--- src/rtl/rv_mul_ctrl_if.sv ---
// Request/response bundle between the execute-stage dispatcher and rv_mul_ctrl.
// A transfer happens on a clock edge where valid & ready are both high; once valid is
// raised its payload stays stable until that edge, and ready may depend on state only.
interface rv_mul_ctrl_if #(
    parameter int TAG_W = 5
);
    logic             req_valid;
    logic             req_ready;
    logic [63:0]      req_op1;
    logic [63:0]      req_op2;
    logic             req_w;
    logic [TAG_W-1:0] req_tag;

    logic             resp_valid;
    logic             resp_ready;
    logic [63:0]      resp_data;
    logic [TAG_W-1:0] resp_tag;

    modport master (
        output req_valid, req_op1, req_op2, req_w, req_tag, resp_ready,
        input  req_ready, resp_valid, resp_data, resp_tag
    );

    modport slave (
        input  req_valid, req_op1, req_op2, req_w, req_tag, resp_ready,
        output req_ready, resp_valid, resp_data, resp_tag
    );
endinterface

--- src/rtl/rv_mul_ctrl.sv ---
// Issue/retire controller for the fixed-latency pipelined multiplier core: credit-based
// admission, a tag/op shadow pipeline aligned to the core, and a FWFT response FIFO.
module rv_mul_ctrl #(
    parameter int MUL_LAT = 3,
    parameter int DEPTH   = 4,
    parameter int TAG_W   = 5
) (
    input  logic               clk,
    input  logic               rstn,
    rv_mul_ctrl_if.slave       bus,
    input  logic               flush_i,
    output logic [63:0]        core_op1_o,
    output logic [63:0]        core_op2_o,
    input  logic [63:0]        core_result_i,
    output logic               busy_o
);
    localparam int PW = $clog2(DEPTH);
    localparam int CW = $clog2(DEPTH + 1);

    function automatic logic [63:0] sext32(input logic [63:0] x);
        return {{32{x[31]}}, x[31:0]};
    endfunction

    logic [CW-1:0]    credits;
    logic             fire;
    logic             pop;
    logic             push;

    logic [MUL_LAT-1:0] sh_valid;
    logic [MUL_LAT-1:0] sh_w;
    logic [TAG_W-1:0]   sh_tag [MUL_LAT];

    logic [63:0]      fifo_data [DEPTH];
    logic [TAG_W-1:0] fifo_tag  [DEPTH];
    logic [PW-1:0]    wr_ptr;
    logic [PW-1:0]    rd_ptr;
    logic [CW-1:0]    count;
    logic [63:0]      retire_data;

    // Ready comes only from registered credits, so a same-cycle pop never frees a slot.
    assign bus.req_ready = (credits < CW'(DEPTH)) & ~flush_i;
    assign fire          = bus.req_valid & bus.req_ready;
    assign pop           = bus.resp_valid & bus.resp_ready;
    assign push          = sh_valid[MUL_LAT-1] & ~flush_i;
    assign busy_o        = (credits != '0);

    always_comb begin
        core_op1_o = '0;
        core_op2_o = '0;
        if (fire) begin
            core_op1_o = bus.req_w ? sext32(bus.req_op1) : bus.req_op1;
            core_op2_o = bus.req_w ? sext32(bus.req_op2) : bus.req_op2;
        end
    end

    always_ff @(posedge clk or negedge rstn) begin
        if (!rstn) begin
            credits <= '0;
        end else if (flush_i) begin
            credits <= '0;
        end else if (fire && !pop) begin
            credits <= credits + CW'(1);
        end else if (!fire && pop) begin
            credits <= credits - CW'(1);
        end
    end

    // Shadow of the core pipeline; the last stage lines up with core_result_i.
    always_ff @(posedge clk or negedge rstn) begin
        if (!rstn) begin
            sh_valid <= '0;
            sh_w     <= '0;
            for (int i = 0; i < MUL_LAT; i++) sh_tag[i] <= '0;
        end else begin
            for (int i = MUL_LAT - 1; i > 0; i--) begin
                sh_valid[i] <= sh_valid[i-1] & ~flush_i;
                sh_w[i]     <= sh_w[i-1];
                sh_tag[i]   <= sh_tag[i-1];
            end
            sh_valid[0] <= fire;
            sh_w[0]     <= bus.req_w;
            sh_tag[0]   <= bus.req_tag;
        end
    end

    assign retire_data = sh_w[MUL_LAT-1] ? sext32(core_result_i) : core_result_i;

    always_ff @(posedge clk or negedge rstn) begin
        if (!rstn) begin
            wr_ptr <= '0;
            rd_ptr <= '0;
            count  <= '0;
            for (int i = 0; i < DEPTH; i++) begin
                fifo_data[i] <= '0;
                fifo_tag[i]  <= '0;
            end
        end else if (flush_i) begin
            wr_ptr <= '0;
            rd_ptr <= '0;
            count  <= '0;
        end else begin
            if (push) begin
                fifo_data[wr_ptr] <= retire_data;
                fifo_tag[wr_ptr]  <= sh_tag[MUL_LAT-1];
                wr_ptr            <= wr_ptr + PW'(1);
            end
            if (pop) rd_ptr <= rd_ptr + PW'(1);
            if (push && !pop)      count <= count + CW'(1);
            else if (!push && pop) count <= count - CW'(1);
        end
    end

    assign bus.resp_valid = (count != '0);
    assign bus.resp_data  = fifo_data[rd_ptr];
    assign bus.resp_tag   = fifo_tag[rd_ptr];

    // Credits make this unreachable; firing means admission accounting is broken.
    retire_into_full: assert property (@(posedge clk) disable iff (!rstn)
        !(push && count == CW'(DEPTH)));
endmodule

--- src/flat_wrapper.sv ---
// flat-port wrapper written by rule: the top's interface ports become plain ports
module rv_mul_ctrl_flat 
#(
    parameter int MUL_LAT = 3,
    parameter int DEPTH   = 4,
    parameter int TAG_W   = 5
)
  (clk, rstn, flush_i, core_op1_o, core_op2_o, core_result_i, busy_o, bus_req_valid, bus_req_op1, bus_req_op2, bus_req_w, bus_req_tag, bus_resp_ready, bus_req_ready, bus_resp_valid, bus_resp_data, bus_resp_tag);
  rv_mul_ctrl_if #(.TAG_W(TAG_W)) bus_i ();
  input  logic clk;
  input  logic rstn;
  input  logic flush_i;
  output logic [63:0] core_op1_o;
  output logic [63:0] core_op2_o;
  input  logic [63:0] core_result_i;
  output logic busy_o;
  input wire logic [$bits(bus_i.req_valid)-1:0] bus_req_valid;
  input wire logic [$bits(bus_i.req_op1)-1:0] bus_req_op1;
  input wire logic [$bits(bus_i.req_op2)-1:0] bus_req_op2;
  input wire logic [$bits(bus_i.req_w)-1:0] bus_req_w;
  input wire logic [$bits(bus_i.req_tag)-1:0] bus_req_tag;
  input wire logic [$bits(bus_i.resp_ready)-1:0] bus_resp_ready;
  output wire logic [$bits(bus_i.req_ready)-1:0] bus_req_ready;
  output wire logic [$bits(bus_i.resp_valid)-1:0] bus_resp_valid;
  output wire logic [$bits(bus_i.resp_data)-1:0] bus_resp_data;
  output wire logic [$bits(bus_i.resp_tag)-1:0] bus_resp_tag;
  assign bus_i.req_valid = bus_req_valid;
  assign bus_i.req_op1 = bus_req_op1;
  assign bus_i.req_op2 = bus_req_op2;
  assign bus_i.req_w = bus_req_w;
  assign bus_i.req_tag = bus_req_tag;
  assign bus_i.resp_ready = bus_resp_ready;
  assign bus_req_ready = bus_i.req_ready;
  assign bus_resp_valid = bus_i.resp_valid;
  assign bus_resp_data = bus_i.resp_data;
  assign bus_resp_tag = bus_i.resp_tag;
  rv_mul_ctrl #(.MUL_LAT(MUL_LAT), .DEPTH(DEPTH), .TAG_W(TAG_W)) u_core (.clk(clk), .rstn(rstn), .bus(bus_i), .flush_i(flush_i), .core_op1_o(core_op1_o), .core_op2_o(core_op2_o), .core_result_i(core_result_i), .busy_o(busy_o));
endmodule
--- config.mk ---
export PLATFORM = sky130hd
export DESIGN_NAME = rv_mul_ctrl_flat
export DESIGN_NICKNAME = d
export VERILOG_FILES = /design/src/rtl/rv_mul_ctrl_if.sv /design/src/rtl/rv_mul_ctrl.sv /design/src/flat_wrapper.sv
export SDC_FILE = /design/constraint.sdc
export NUM_CORES = 1
export LEC_CHECK = 0
export BUFFER_PORTS_ARGS = -buffer_cell sky130_fd_sc_hd__buf_2
export CORE_ASPECT_RATIO = 1.4
export CORE_UTILIZATION = 41
export CTS_BUF_LIST = sky130_fd_sc_hd__clkbuf_4
export DETAILED_ROUTE_END_ITERATION = 10
export PLACE_DENSITY = 0.65
export SLEW_MARGIN = 20
export SYNTH_ARGS = -nofsm -noshare
export SYNTH_HDL_FRONTEND = slang
export SYNTH_SLANG_ARGS = --single-unit
--- constraint.sdc ---
create_clock -name clk -period 2.7 [get_ports clk]
set_clock_uncertainty 0.15 [all_clocks]
set_input_delay 0.405 -clock clk [delete_from_list [all_inputs] [get_ports clk]]
set_output_delay 0.405 -clock clk [all_outputs]
set_load 0.03 [all_outputs]
==> flow_metrics.tcl <==
set metrics [dict create \
    design_power_total_mw 17.2 \
    start_kind "register" \
    clk_pin_slew_ns 0.07 \
    place_congestion 0.955 \
    placementRows 80 \
    dp_hpwl_mm 32.7 \
    hold_ws_ns 0.172 \
    clk_latency_ns 0.75 \
    setup_viol 93 \
    crit_family "buffers and inverters" \
    drive_gt1_frac 0.457 \
    cp-end-kind "output port" \
    ir_drop_mv 0.538 \
    r2r-start "u_core.count[1]$_DFFE_PN0P_" \
    fin_crit_ns 2.86 \
    ant_nets 0 \
    grt_max_degree 78 \
    ys_async_sr_fraction 1.00 \
    clock_path_buffers 3 \
    finalSetupTns_ns -6.34 \
    drt_iter0_drc 710 \
    synth.top_cells.by_count "dfrtp_1, nand2_1, o21ai_0, mux2_1, a21oi_1" \
    seqCellArea_mm2 0.00769 \
    drc_errors 0 \
    finalCritPeriodShare 1.06 \
    vias_per_cell 5.44 \
    setup_slack_ns -0.161 \
    initial_core_util 0.420 \
    final_util 0.623 \
    synthCells 1181 \
    synth-seq-area-share 0.532 \
    io_pins 403 \
    synth_top_area_frac 0.532 \
    hold_path.class "primary input to register" \
    ys_types 47 \
    path_buf_inv 3 \
    synth_compound_area_frac 0.0858 \
    worstHoldStart "bus_req_tag[3]" \
    tightest_slew_ns 0.891 \
    maxSlewHeadroom 0.406 \
    grt_overflow 0 \
    multi_input_area_mm2 0.00704 \
    hold_viol 0 \
    fillers 2586 \
    criticalPathCategory "register to output port" \
    required_ns 2.14 \
    num_vias 12100 \
    first_pass_iters 5 \
    critPathArrivalTime_ns 2.31 \
    synth_area_leaders "dfrtp_1, mux4_2, mux2_1" \
    p_leak_nw 10.2 \
    syn_avg_cell_area_um2 12.2 \
    core_mm2 0.0343 \
    synth_top_family_by_area "multiplexers" \
    drt-wirelength-per-cell_um 23.2 \
    antenna_found_initial 12 \
    cts_sinks 307 \
    routed_wl_mm 51.7 \
    synth_nets 1390 \
    area_growth_pct 48.2 \
    critical_path.slowest_cell "mux4_2" \
    syn_area_mm2 0.0144 \
    die_h_um 224 \
    yosysTopAreaCell "dfrtp_1" \
    htree_levels 3 \
    final_nets 1924 \
    numCtsBuffers 80 \
    crit_start "u_core.rd_ptr[0]$_DFFE_PN0P_" \
    violations "negative setup slack" \
    crit_chain "buf_6, clkbuf_16, mux4_2, buf_4" \
    clockRootBuffer "clkbuf_4" \
    placed_area_mm2 0.0171 \
    synth_xor_area_frac 0.00460 \
    dieArea_mm2 0.0360 \
    drv_slew 0 \
    synth_ff_type "dfrtp_1" \
    synth-edff-count 0 \
    synth-seq-cells 307 \
    grt_pass1_vias 12900 \
    yosysWarnings 0 \
    port-buffer-count 402 \
    synth-simple-area-share 0.103 \
    status "complete, but fails checks" \
    p_per_area_mw_per_mm2 804 \
    rsz0062_at_grt "true" \
    synth_most_common_cell "dfrtp_1" \
    cts_tree "done" \
    maxCapViolCount 0 \
    synthMuxAreaShare 0.230 \
    die_width_um 161 \
    grt.total_usage 0.288 \
    path_max_fanout 6 \
    finalInstanceArea_mm2 0.0214 \
    synthAdderAreaFrac 0.00624 \
    grt_pass1_wl_mm 76.4 \
    max_freq_mhz 349 \
    max_stage_delay_ns 0.51 \
]
==> final cells by class <==
class	instances	share of cell area
diodes	5	0.000585
clock buffers	109	0.0383
clock inverters	29	0.00948
inverters	11	0.00193
multi-input cells	758	0.329
flip-flops and latches	307	0.360
well taps	451	0.0264
repair buffers	557	0.234
==> timing repair <==
action                                 CTS  global route
resized for setup                      452            45
setup endpoints to repair              198           167
pin swaps                                4             3
setup buffers                           20             4
hold buffers                            75             0
cloned                                  13             6
endpoints found under the hold margin  581             0
==> stage by stage <==
step                std cells  setup WS [ns]
finish                   2227         -0.161
global route             2226         -0.254
CTS                      2217         -0.264
detailed placement       1972          0.222
global placement         1972          0.261
floorplan                1181          0.337
==> layout by cell type, fill, tap and decap left out, drive strengths merged, types with 2 or more instances in the layout <==
cell type and n:
buf 476, fa 2, xnor2 4, mux2i 2
a21oi 96, mux2 148, dlygate4sd3 74, nand3 2
nand2 131, o31a 2, inv 11, bufinv 3
nor2 8, nor2b 4, clkinv 25, dfrtp 307
ha 4, clkbuf 116, o311ai 2, nand3b 4
diode 5, nand2b 66, mux4 69, o21ai 131
and3 64
==> layer usage <==
layer,vias up,track usage,routed length (um)
met5,-,0,0
met4,0,0.166,2590
met3,117,0.0559,3870
met2,599,0.465,25100
met1,6089,0.360,20100
li1,5311,-,-
==> cell families after synthesis <==
group,Yosys count
xor+xnor,6
mux,219
simple gates,289
flops,307
buf+inv,116
fa+ha+maj,6
compound gates,238
==> power breakdown <==
| group | total [mW] | internal, mW | leakage [nW] | switching (mW) |
|---|---|---|---|---|
| combinational | 7.59 | 3.55 | 5.49 | 4.03 |
| clock | 4.11 | 2.17 | 0.598 | 1.94 |
| sequential | 5.50 | 5.16 | 4.14 | 0.339 |
==> path summary, 6_finish.rpt <==
| check | end | slack (ns) | depth (start not counted) |
|---|---|---|---|
| worst min register to register | u_core.sh_tag[2]$_DFF_PN0_ | 0.19 | 0 |
| worst min-delay path | u_core.sh_tag[13]$_DFF_PN0_ | 0.17 | 2 |
| worst max register to register | u_core.count[1]$_DFFE_PN0P_ | 0.22 | 5 |
| worst max-delay path | bus_resp_data[6] | -0.16 | 4 |
| min in group asynchronous | u_core.fifo_data[210]$_DFFE_PN0P_ | 0.49 | 3 |
| max in group asynchronous | u_core.rd_ptr[0]$_DFFE_PN0P_ | 1.23 | 4 |
==> registers in the layout (all words and copies together) (netlist names) <==
| signal | flops |
|---|---|
| u_core.rd_ptr | 2 |
| u_core.sh_valid | 3 |
| u_core.fifo_tag | 20 |
| u_core.sh_w | 3 |
| u_core.wr_ptr | 2 |
| u_core.fifo_data | 256 |
| u_core.sh_tag | 15 |
| u_core.credits | 3 |
| u_core.count | 3 |
(Power assumes the default switching activity.)
